===== config.mk =====
export PLATFORM = sky130hd
export DESIGN_NAME = jtag_system_top
export DESIGN_NICKNAME = d
export VERILOG_FILES = /design/src/rtl/jtag_system_top.sv
export SDC_FILE = /design/constraint.sdc
export NUM_CORES = 1
export LEC_CHECK = 0
export CAP_MARGIN = 20
export CELL_PAD_IN_SITES_DETAIL_PLACEMENT = 1
export CELL_PAD_IN_SITES_GLOBAL_PLACEMENT = 1
export CORE_ASPECT_RATIO = 0.8
export CORE_UTILIZATION = 43
export CTS_CLUSTER_DIAMETER = 40
export CTS_CLUSTER_SIZE = 28
export DETAILED_ROUTE_END_ITERATION = 6
export GPL_TIMING_DRIVEN = 0
export PLACE_DENSITY_LB_ADDON = 0.1
export SLEW_MARGIN = 40
export SYNTH_ARGS = -nofsm -noshare
export SYNTH_HDL_FRONTEND = slang
export SYNTH_SLANG_ARGS = --single-unit

===== constraint.sdc =====
create_clock -name clk -period 2.7 [get_ports clk]
set_input_delay 0.27 -clock clk [delete_from_list [all_inputs] [get_ports clk]]
set_output_delay 0.27 -clock clk [all_outputs]
set_load 0.02 [all_outputs]

===== src/rtl/jtag_system_top.sv =====
// JTAG debug subsystem: oversampled TAP with a RISC-V style DTM (IDCODE, DTMCS, DMI, BYPASS),
// a minimal Debug Module on the DMI, and a single-hart stub that halts and resumes.
module jtag_system_top #(
  parameter logic [31:0] IDCODE = 32'h1DEAD3FF,
  parameter int unsigned IR_LEN = 8
) (
  input  logic        clk,
  input  logic        rst,
  input  logic        jtag_pin0_i,
  input  logic        jtag_pin1_i,
  output logic        jtag_pin1_o,
  output logic        jtag_pin1_oen,
  input  logic        jtag_pin2_i,
  output logic        jtag_pin3_o,
  output logic        jtag_pin3_oen,
  input  logic        jtag_trst_n_i,
  input  logic        mode_select,
  output logic [31:0] idcode,
  output logic        debug_req,
  output logic        hart_halted,
  output logic        active_mode
);

  typedef enum logic [3:0] {
    StTlr, StRti, StSelDr, StCapDr, StShDr, StEx1Dr, StPauseDr, StEx2Dr, StUpdDr,
    StSelIr, StCapIr, StShIr, StEx1Ir, StPauseIr, StEx2Ir, StUpdIr
  } tap_state_e;

  localparam logic [IR_LEN-1:0] IrIdcode = IR_LEN'(8'h01);
  localparam logic [IR_LEN-1:0] IrDtmcs  = IR_LEN'(8'h10);
  localparam logic [IR_LEN-1:0] IrDmi    = IR_LEN'(8'h11);

  logic [1:0]        r_tck_sync, r_tms_sync, r_tdi_sync, r_trst_sync;
  logic              r_tck_prev;
  logic              r_active_mode;
  tap_state_e        r_state, w_state_next;
  logic [IR_LEN-1:0] r_ir, r_ir_sh;
  logic [40:0]       r_dr, w_capture, w_dr_shifted;
  logic              r_tdo, r_tdo_oen;
  logic [6:0]        r_last_addr;
  logic [31:0]       r_last_rdata, w_dm_rdata;
  logic              r_dmactive, r_haltreq, r_resumeack, r_resume_pulse;
  logic              r_debug_req, r_halted;
  logic              w_tck, w_tms, w_tdi, w_rise, w_fall, w_force, w_dmi_update;
  logic [6:0]        w_dmi_addr;

  assign w_tck   = r_tck_sync[1];
  assign w_tms   = r_tms_sync[1];
  assign w_tdi   = r_tdi_sync[1];
  assign w_rise  = w_tck & ~r_tck_prev;
  assign w_fall  = ~w_tck & r_tck_prev;
  // TAP held in reset while TRST is asserted or cJTAG mode is selected
  assign w_force = ~r_trst_sync[1] | r_active_mode;

  // Two-flop synchronisers for the pins, TCK edge history and registered mode
  always_ff @(posedge clk) begin
    if (rst) begin
      r_tck_sync    <= 2'b00;
      r_tms_sync    <= 2'b00;
      r_tdi_sync    <= 2'b00;
      r_trst_sync   <= 2'b11;
      r_tck_prev    <= 1'b0;
      r_active_mode <= 1'b0;
    end else begin
      r_tck_sync    <= {r_tck_sync[0], jtag_pin0_i};
      r_tms_sync    <= {r_tms_sync[0], jtag_pin1_i};
      r_tdi_sync    <= {r_tdi_sync[0], jtag_pin2_i};
      r_trst_sync   <= {r_trst_sync[0], jtag_trst_n_i};
      r_tck_prev    <= w_tck;
      r_active_mode <= mode_select;
    end
  end

  // TAP state register, advanced on each rising TCK pulse
  always_ff @(posedge clk) begin
    if (rst || w_force) begin
      r_state <= StTlr;
    end else if (w_rise) begin
      r_state <= w_state_next;
    end
  end

  // IEEE 1149.1 next-state function
  always_comb begin
    w_state_next = r_state;
    unique case (r_state)
      StTlr:     w_state_next = w_tms ? StTlr     : StRti;
      StRti:     w_state_next = w_tms ? StSelDr   : StRti;
      StSelDr:   w_state_next = w_tms ? StSelIr   : StCapDr;
      StCapDr:   w_state_next = w_tms ? StEx1Dr   : StShDr;
      StShDr:    w_state_next = w_tms ? StEx1Dr   : StShDr;
      StEx1Dr:   w_state_next = w_tms ? StUpdDr   : StPauseDr;
      StPauseDr: w_state_next = w_tms ? StEx2Dr   : StPauseDr;
      StEx2Dr:   w_state_next = w_tms ? StUpdDr   : StShDr;
      StUpdDr:   w_state_next = w_tms ? StSelDr   : StRti;
      StSelIr:   w_state_next = w_tms ? StTlr     : StCapIr;
      StCapIr:   w_state_next = w_tms ? StEx1Ir   : StShIr;
      StShIr:    w_state_next = w_tms ? StEx1Ir   : StShIr;
      StEx1Ir:   w_state_next = w_tms ? StUpdIr   : StPauseIr;
      StPauseIr: w_state_next = w_tms ? StEx2Ir   : StPauseIr;
      StEx2Ir:   w_state_next = w_tms ? StUpdIr   : StShIr;
      StUpdIr:   w_state_next = w_tms ? StSelDr   : StRti;
      default:   w_state_next = StTlr;
    endcase
  end

  // Capture value and shifted value of the DR selected by the current instruction
  always_comb begin
    w_capture    = '0;
    w_dr_shifted = {40'b0, w_tdi};
    case (r_ir)
      IrIdcode: begin
        w_capture    = {9'b0, IDCODE};
        w_dr_shifted = {9'b0, w_tdi, r_dr[31:1]};
      end
      IrDtmcs: begin
        w_capture    = 41'h71;
        w_dr_shifted = {9'b0, w_tdi, r_dr[31:1]};
      end
      IrDmi: begin
        w_capture    = {r_last_addr, r_last_rdata, 2'b00};
        w_dr_shifted = {w_tdi, r_dr[40:1]};
      end
      default: begin
        w_capture    = '0;
        w_dr_shifted = {40'b0, w_tdi};
      end
    endcase
  end

  // IR/DR capture, shift and update on rising TCK; TDO driven on falling TCK
  always_ff @(posedge clk) begin
    if (rst) begin
      r_ir      <= IrIdcode;
      r_ir_sh   <= '0;
      r_dr      <= '0;
      r_tdo     <= 1'b0;
      r_tdo_oen <= 1'b1;
    end else if (w_force) begin
      r_ir      <= IrIdcode;
      r_tdo_oen <= 1'b1;
    end else begin
      if (w_rise) begin
        case (r_state)
          StCapIr: r_ir_sh <= IR_LEN'(8'h01);
          StShIr:  r_ir_sh <= {w_tdi, r_ir_sh[IR_LEN-1:1]};
          StUpdIr: r_ir    <= r_ir_sh;
          StCapDr: r_dr    <= w_capture;
          StShDr:  r_dr    <= w_dr_shifted;
          default: ;
        endcase
        if (w_state_next == StTlr) r_ir <= IrIdcode;
      end
      if (w_fall) begin
        if (r_state == StShIr) begin
          r_tdo     <= r_ir_sh[0];
          r_tdo_oen <= 1'b0;
        end else if (r_state == StShDr) begin
          r_tdo     <= r_dr[0];
          r_tdo_oen <= 1'b0;
        end else begin
          r_tdo_oen <= 1'b1;
        end
      end
    end
  end

  assign w_dmi_addr   = r_dr[40:34];
  assign w_dmi_update = w_rise & ~w_force & (r_state == StUpdDr) & (r_ir == IrDmi);

  // Debug Module register read mux
  always_comb begin
    w_dm_rdata = '0;
    case (w_dmi_addr)
      7'h10: w_dm_rdata = {r_haltreq, 1'b0, 29'b0, r_dmactive};
      7'h11: w_dm_rdata = {14'b0, r_resumeack, r_resumeack, 4'b0, ~r_halted, ~r_halted,
                           r_halted, r_halted, 1'b1, 3'b0, 4'd2};
      default: w_dm_rdata = '0;
    endcase
  end

  // Debug Module registers, DMI access and hart stub
  always_ff @(posedge clk) begin
    if (rst) begin
      r_last_addr    <= '0;
      r_last_rdata   <= '0;
      r_dmactive     <= 1'b0;
      r_haltreq      <= 1'b0;
      r_resumeack    <= 1'b0;
      r_resume_pulse <= 1'b0;
      r_debug_req    <= 1'b0;
      r_halted       <= 1'b0;
    end else begin
      r_debug_req    <= r_dmactive & r_haltreq;
      r_resume_pulse <= 1'b0;
      // Resume is checked first so the stale debug_req of the resume cycle cannot re-halt
      if (r_resume_pulse && r_halted && !r_haltreq) begin
        r_halted    <= 1'b0;
        r_resumeack <= 1'b1;
      end else if (r_debug_req) begin
        r_halted <= 1'b1;
      end
      if (w_dmi_update) begin
        if (r_dr[1:0] == 2'b01) begin
          r_last_addr  <= w_dmi_addr;
          r_last_rdata <= w_dm_rdata;
        end else if (r_dr[1:0] == 2'b10) begin
          r_last_addr <= w_dmi_addr;
          if (w_dmi_addr == 7'h10) begin
            r_dmactive <= r_dr[2];
            if (!r_dr[2]) begin
              r_haltreq   <= 1'b0;
              r_resumeack <= 1'b0;
            end else begin
              r_haltreq <= r_dr[33];
              if (r_dr[33]) r_resumeack <= 1'b0;
              // haltreq wins over a simultaneous resumereq
              r_resume_pulse <= r_dr[32] & ~r_dr[33];
            end
          end
        end
      end
    end
  end

  assign jtag_pin1_o   = 1'b0;
  assign jtag_pin1_oen = 1'b1;
  assign jtag_pin3_o   = r_tdo;
  assign jtag_pin3_oen = r_tdo_oen;
  assign idcode        = IDCODE;
  assign debug_req     = r_debug_req;
  assign hart_halted   = r_halted;
  assign active_mode   = r_active_mode;

endmodule


==> results of run 1 <==
==> power groups by stage <==
stage	Clock [uW]	Combinational [uW]	Sequential, uW
floorplan	0	135	1400
global placement	0	168	1400
detailed placement	0	172	1400
CTS	1390	172	1370
global route	1440	188	1370
finish	1370	175	1370
==> per-layer routing <==
metal / wire (um) / share of wire [%] / vias to the layer above / global-route usage (%)
met4: 167 / 1.5 / 0 / 7.03
met5: 0 / 0 / - / 0
li1: - / - / 1766 / -
met3: 329 / 2.9 / 16 / 4.96
met1: 5340 / 48 / 1737 / 29.1
met2: 5380 / 48 / 59 / 39.4
==> logic make-up after synthesis <==
group | count (synthesis)
XOR/XNOR | 3
AO/OA/AOI/OAI | 86
AND/OR/NAND/NOR | 194
other | 2
multiplexers | 35
flip-flops | 92
adder cells (fa/ha/maj) | 2
buffers and inverters | 77
==> final timing paths <==
check                        end  cells after the start  slack [ns]
setup / recovery        r_dr[36]                      6        0.26
hold / removal    r_trst_sync[1]                      1        0.41
setup reg to reg        r_dr[36]                      6        0.26
hold reg to reg   r_trst_sync[1]                      1        0.41
==> cells in the mapped netlist (all sizes together), types with 2 or more instances <==
library cell  number  area share (%)
nor4b              3            0.89
a221oi             4            0.94
o21ai              6            0.69
mux2               9             2.3
nand2b            25             3.6
ha                 2            0.57
a221o              2            0.46
a211oi            25             4.4
a31oi              4            0.57
xnor2              2            0.40
or2                3            0.43
inv                8            0.69
or3                2            0.29
nand3b             4            0.69
nor3               6            0.69
buf               45             7.4
nand2             52             4.5
nand4b             2            0.40
nor4               5             1.1
nor2              52             4.5
or3b               3            0.60
nor2b             12             1.7
nand3             10             1.3
a32oi              7             1.4
a22oi              9             1.5
a311oi             2            0.40
or4b               4            0.92
mux2i             26             6.0
a21oi             16             1.9
conb               2            0.17
o211ai             3            0.51
nor3b              3            0.51
dfxtp             92              42
clkbuf            24             2.1
==> sequential cells by signal (all words and copies together) (netlist names), 2 cells and up <==
register	cells
r_state	4
r_ir	8
r_ir_sh	8
r_dr	41
r_tms_sync	2
r_tck_sync	2
r_tdi_sync	2
r_trst_sync	2
r_last_addr	7
r_last_rdata	6
==> layout make-up <==
type                            count  area (um2)  share of cell area, %
Buffer                             69         415                   8.15
Clock buffer                       11         243                   4.76
Clock inverter                      5        75.1                   1.47
Inverter                            8        30.0                  0.589
Multi-Input combinational cell    354        2220                   43.6
Sequential cell                    92        1840                   36.1
Tap cell                          136         170                   3.34
Timing Repair Buffer               10         100                   1.96
==> metrics by stage <==
stage	hold WS, ns	utilization, %	total power, uW	cells	cell area (um2)
floorplan	0.374	-	1540	523	4490
global placement	0.403	48.8	1570	669	4760
detailed placement	0.402	48.9	1570	669	4780
CTS	0.417	52.1	2940	685	5090
global route	0.438	52.2	3000	685	5100
finish	0.415	52.2	2910	685	5100
==> results_dict.tcl, run 1 <==
set metrics [dict create \
    status "finished, final reports clean" \
    cts.root.buffer_cell "clkbuf_16" \
    synth-xor-area-share_pct 0.601 \
    die_width_um 115 \
    slowest_delay_ns 0.51 \
    synth_top_family_by_area "simple AND/OR/NAND/NOR gates" \
    synth_area_mm2 0.00437 \
    worst_pin_slew_ns 0.808 \
    ys.flop_type "dfxtp_1" \
    core_area_mm2 0.00977 \
    htreeDepth 3 \
    synthAdderAreaFrac_pct 0.572 \
    vias 3578 \
    area_delta_synth_final_pct 16.6 \
    cts_tree "yes" \
    p_per_area_mw_per_mm2 571 \
    finalCritPeriodShare_pct 90.5 \
    io_buffers 10 \
    r2r-start "r_state[2]" \
    dieArea_mm2 0.0106 \
    power.internal_uw 2260 \
    cts.reportedPaths.clkPinSlew_ns 0.06 \
    yosys.cell_types.count 60 \
    fmax_mhz 409 \
    place_hpwl_um 7980 \
    syn_area_per_cell_um2 8.91 \
    hold_viol 0 \
    fillers 1177 \
    nets 553 \
    drc_errors 0 \
    crit_fanout 10 \
    maxSlewViolCount 0 \
    layout_setup_ws_ns 0.258 \
    maxCapViolCount 0 \
    crit_family "compound AO/OA/AOI/OAI gates" \
    final_cell_mix "92 x dfxtp_1, 52 x nand2_1, 52 x nor2_1, 35 x buf_4, 34 x conb_1" \
    cts_resized 0 \
    period_minus_slack_ns 2.44 \
    cp-startpoint "r_state[2]" \
    grt_pass1_wl_um 18600 \
    switching_share_pct 22.3 \
    grt_max_degree 15 \
    n_antenna_cell 0 \
    gp_congestion 0.808 \
    cp_num_buf_inv 2 \
    initial_core_util_pct 44.8 \
    power.leakage_uw 0.00187 \
    final_common_cell "dfxtp_1" \
    routedWlPerCell_um 16.4 \
    dpl_worst_slack_ns 0.280 \
    maxSlewHeadroom_pct 45.6 \
    vias_per_cell 5.22 \
    comb_power_share_pct 6.0 \
    ys_ff_latch 92 \
    postCtsSetupRepairBufs 0 \
    ant_nets 0 \
    synthCells 491 \
    drive_above_1_share_pct 15.5 \
    tns_ns 0 \
    grt_pass1_vias 3647 \
    synth_compound_area_share_pct 14.6 \
    yosys-mux-area-fraction_pct 8.27 \
    worstSetupPathType "register to register" \
    synthSimpleGateAreaFrac_pct 23.5 \
    synth_seq_area_share_pct 42.1 \
    ir_drop_uv 286 \
    min_from "r_trst_sync[0]" \
    pin_count 46 \
    seqPwrFrac_pct 47.1 \
    drt-total-wl_um 11200 \
    setup_viol_count_final 0 \
    clk_latency_ns 0.35 \
    antenna_found_initial 0 \
    row_count 32 \
    die_y_um 92.2 \
    crit_required_ns 2.97 \
    critPathArrivalTime_ns 2.71 \
    hold_class "register to register" \
    cts_buffers 9 \
    crit_chain "buf_2 > or3b_2 > a211oi_2 > clkbuf_1 > nand3_1 > a21oi_1" \
    cp_slowest_cell "a211oi_2" \
    rsz0062_at_grt "no" \
    skew_ns 0.00604 \
    p_switching_uw 649 \
    async_flop_share_pct 0 \
    firstDrtPassIters 5 \
    ctsHoldBuffers 0 \
    endpoint_kind "register" \
    start_kind "register" \
    drt_iter0_drc 174 \
    synth-edff-count 0 \
    grt_usage_pct 23.1 \
    cts_buffer_depth 2 \
    ys_warn_count 0 \
    overflow 0 \
    pwr-share-clk_pct 46.9 \
    cts.sinks 92 \
]
Note: power is estimated with default switching activity, not from simulation.
==> run 2: changes to the inputs <==
Settings changed: CORE_MARGIN set to 5.
==> run 2 against run 1 <==
Net effect:
- sequential share of layout area did not move
- clock skew is essentially flat
- setup slack better by 0.079 ns
- worst hold slack better by 0.019 ns
- wire length increased by 1.2%
- fmax up 3.4%
- count of clock-buffer cells in the layout is 1 higher
- register-to-register slack improved by 0.08 ns
- highest routed layer unchanged
==> results_dict.tcl, run 2 (synthesis results as in run 1) <==
set metrics [dict create \
    gp_congestion 0.819 \
    cts.sinks 92 \
    cp_slowest_cell "clkbuf_1" \
    finalCritPeriodShare_pct 87.5 \
    cts_tree "yes" \
    crit_fanout 10 \
    fmax_mhz 423 \
    io_buffers 10 \
    core_area_mm2 0.0101 \
    top_regs "r_dr: 41 flops, r_ir: 8 flops, r_ir_sh: 8 flops" \
    grt_max_degree 15 \
    ctsHoldBuffers 0 \
    final_common_cell "dfxtp_1" \
    cts_resized 0 \
    cp_num_buf_inv 2 \
    ir_drop_uv 435 \
    area_delta_synth_final_pct 16.6 \
    setup_viol_count_final 0 \
    vias_per_cell 5.22 \
    power.leakage_uw 0.00187 \
    drive_above_1_share_pct 15.1 \
    cts.root.buffer_cell "clkbuf_16" \
    clk_latency_ns 0.34 \
    overflow 0 \
    multi_input_area_mm2 0.00222 \
    firstDrtPassIters 4 \
    postCtsSetupRepairBufs 0 \
    worstSetupPathType "register to register" \
    crit_chain "buf_2 > or3b_2 > a211oi_2 > clkbuf_1 > nand3_1 > a21oi_1" \
    fillers 1235 \
    stdcell_count 689 \
    top_register "r_dr" \
    register_area_mm2 0.00184 \
    maxSlewViolCount 0 \
    critPathArrivalTime_ns 2.63 \
    largest_register_ffs 41 \
    initial_core_util_pct 43.4 \
    drt_iter0_drc 194 \
    tns_ns 0 \
    row_count 33 \
    nets 553 \
    place_hpwl_um 8250 \
    htreeDepth 3 \
    die_y_um 100 \
    antenna_found_initial 0 \
    dp_cells 673 \
    grt_pass1_wl_um 18800 \
    p_per_area_mw_per_mm2 569 \
    routedWlPerCell_um 16.5 \
    skew_ns 0.00607 \
    dieArea_mm2 0.0123 \
    slowest_delay_ns 0.52 \
    n_antenna_cell 0 \
    hold_viol 0 \
    ant_nets 0 \
    drc_errors 0 \
    final_cell_mix "92 x dfxtp_1, 52 x nand2_1, 52 x nor2_1, 35 x buf_4, 34 x conb_1" \
    cts_buffers 9 \
    vias 3598 \
    grt_pass1_vias 3760 \
    crit_required_ns 2.96 \
    maxSlewHeadroom_pct 45.0 \
    status "finished, final reports clean" \
    worst_pin_slew_ns 0.822 \
    cts_buffer_depth 2 \
    maxCapViolCount 0 \
    endpoint_kind "register" \
    start_kind "register" \
    pin_count 46 \
    rsz0062_at_grt "no" \
    hold_class "register to register" \
    die_width_um 123 \
    drt-total-wl_um 11400 \
    cts.reportedPaths.clkPinSlew_ns 0.06 \
    crit_family "buffers and inverters" \
    period_minus_slack_ns 2.36 \
    grt_usage_pct 19.2 \
]
-- run 2: path summary, 6_finish.rpt --
| kind | start | end | slack (ns) | cells after the start |
|---|---|---|---|---|
| max reg2reg | r_state[2] | r_dr[38] | 0.34 | 6 |
| min reg2reg | r_trst_sync[0] | r_trst_sync[1] | 0.43 | 1 |
| max | r_state[2] | r_dr[38] | 0.34 | 6 |
| min | r_trst_sync[0] | r_trst_sync[1] | 0.43 | 1 |
-- run 2: area by class of cell --
type,instances,area share [%]
multi-input cells,354,43.5
inverters,8,0.589
repair buffers,10,1.96
well taps,140,3.43
clock inverters,4,1.42
plain buffers,69,8.15
clock buffers,12,4.83
flip-flops and latches,92,36.1
-- run 2: metal layers --
metal	vias up	GRT usage, %	part of all wire (%)
met2	66	31.6	46
met3	14	3.77	4.4
li1	1766	-	-
met5	-	0	0
met1	1752	25.4	48
met4	0	6.02	1.4
-- run 2: power by group --
group / internal, uW / switching, uW / leakage [uW] / total [uW]
clock network: 836 / 520 / 0.000153 / 1360
registers: 1370 / 6.90 / 0.000743 / 1370
logic: 67.4 / 108 / 0.000972 / 175
-- run 2: stage by stage --
step                utilization, %  setup WS [ns]  instance area [um2]  total power [uW]  hold slack [ns]
floorplan                        -          0.697                 4490              1540            0.374
global placement              47.3          0.177                 4770              1570            0.403
detailed placement            47.5          0.351                 4780              1570            0.425
CTS                           50.6          0.326                 5100              2930            0.444
global route                  50.6          0.128                 5100              2990            0.446
finish                        50.6          0.337                 5100              2900            0.433
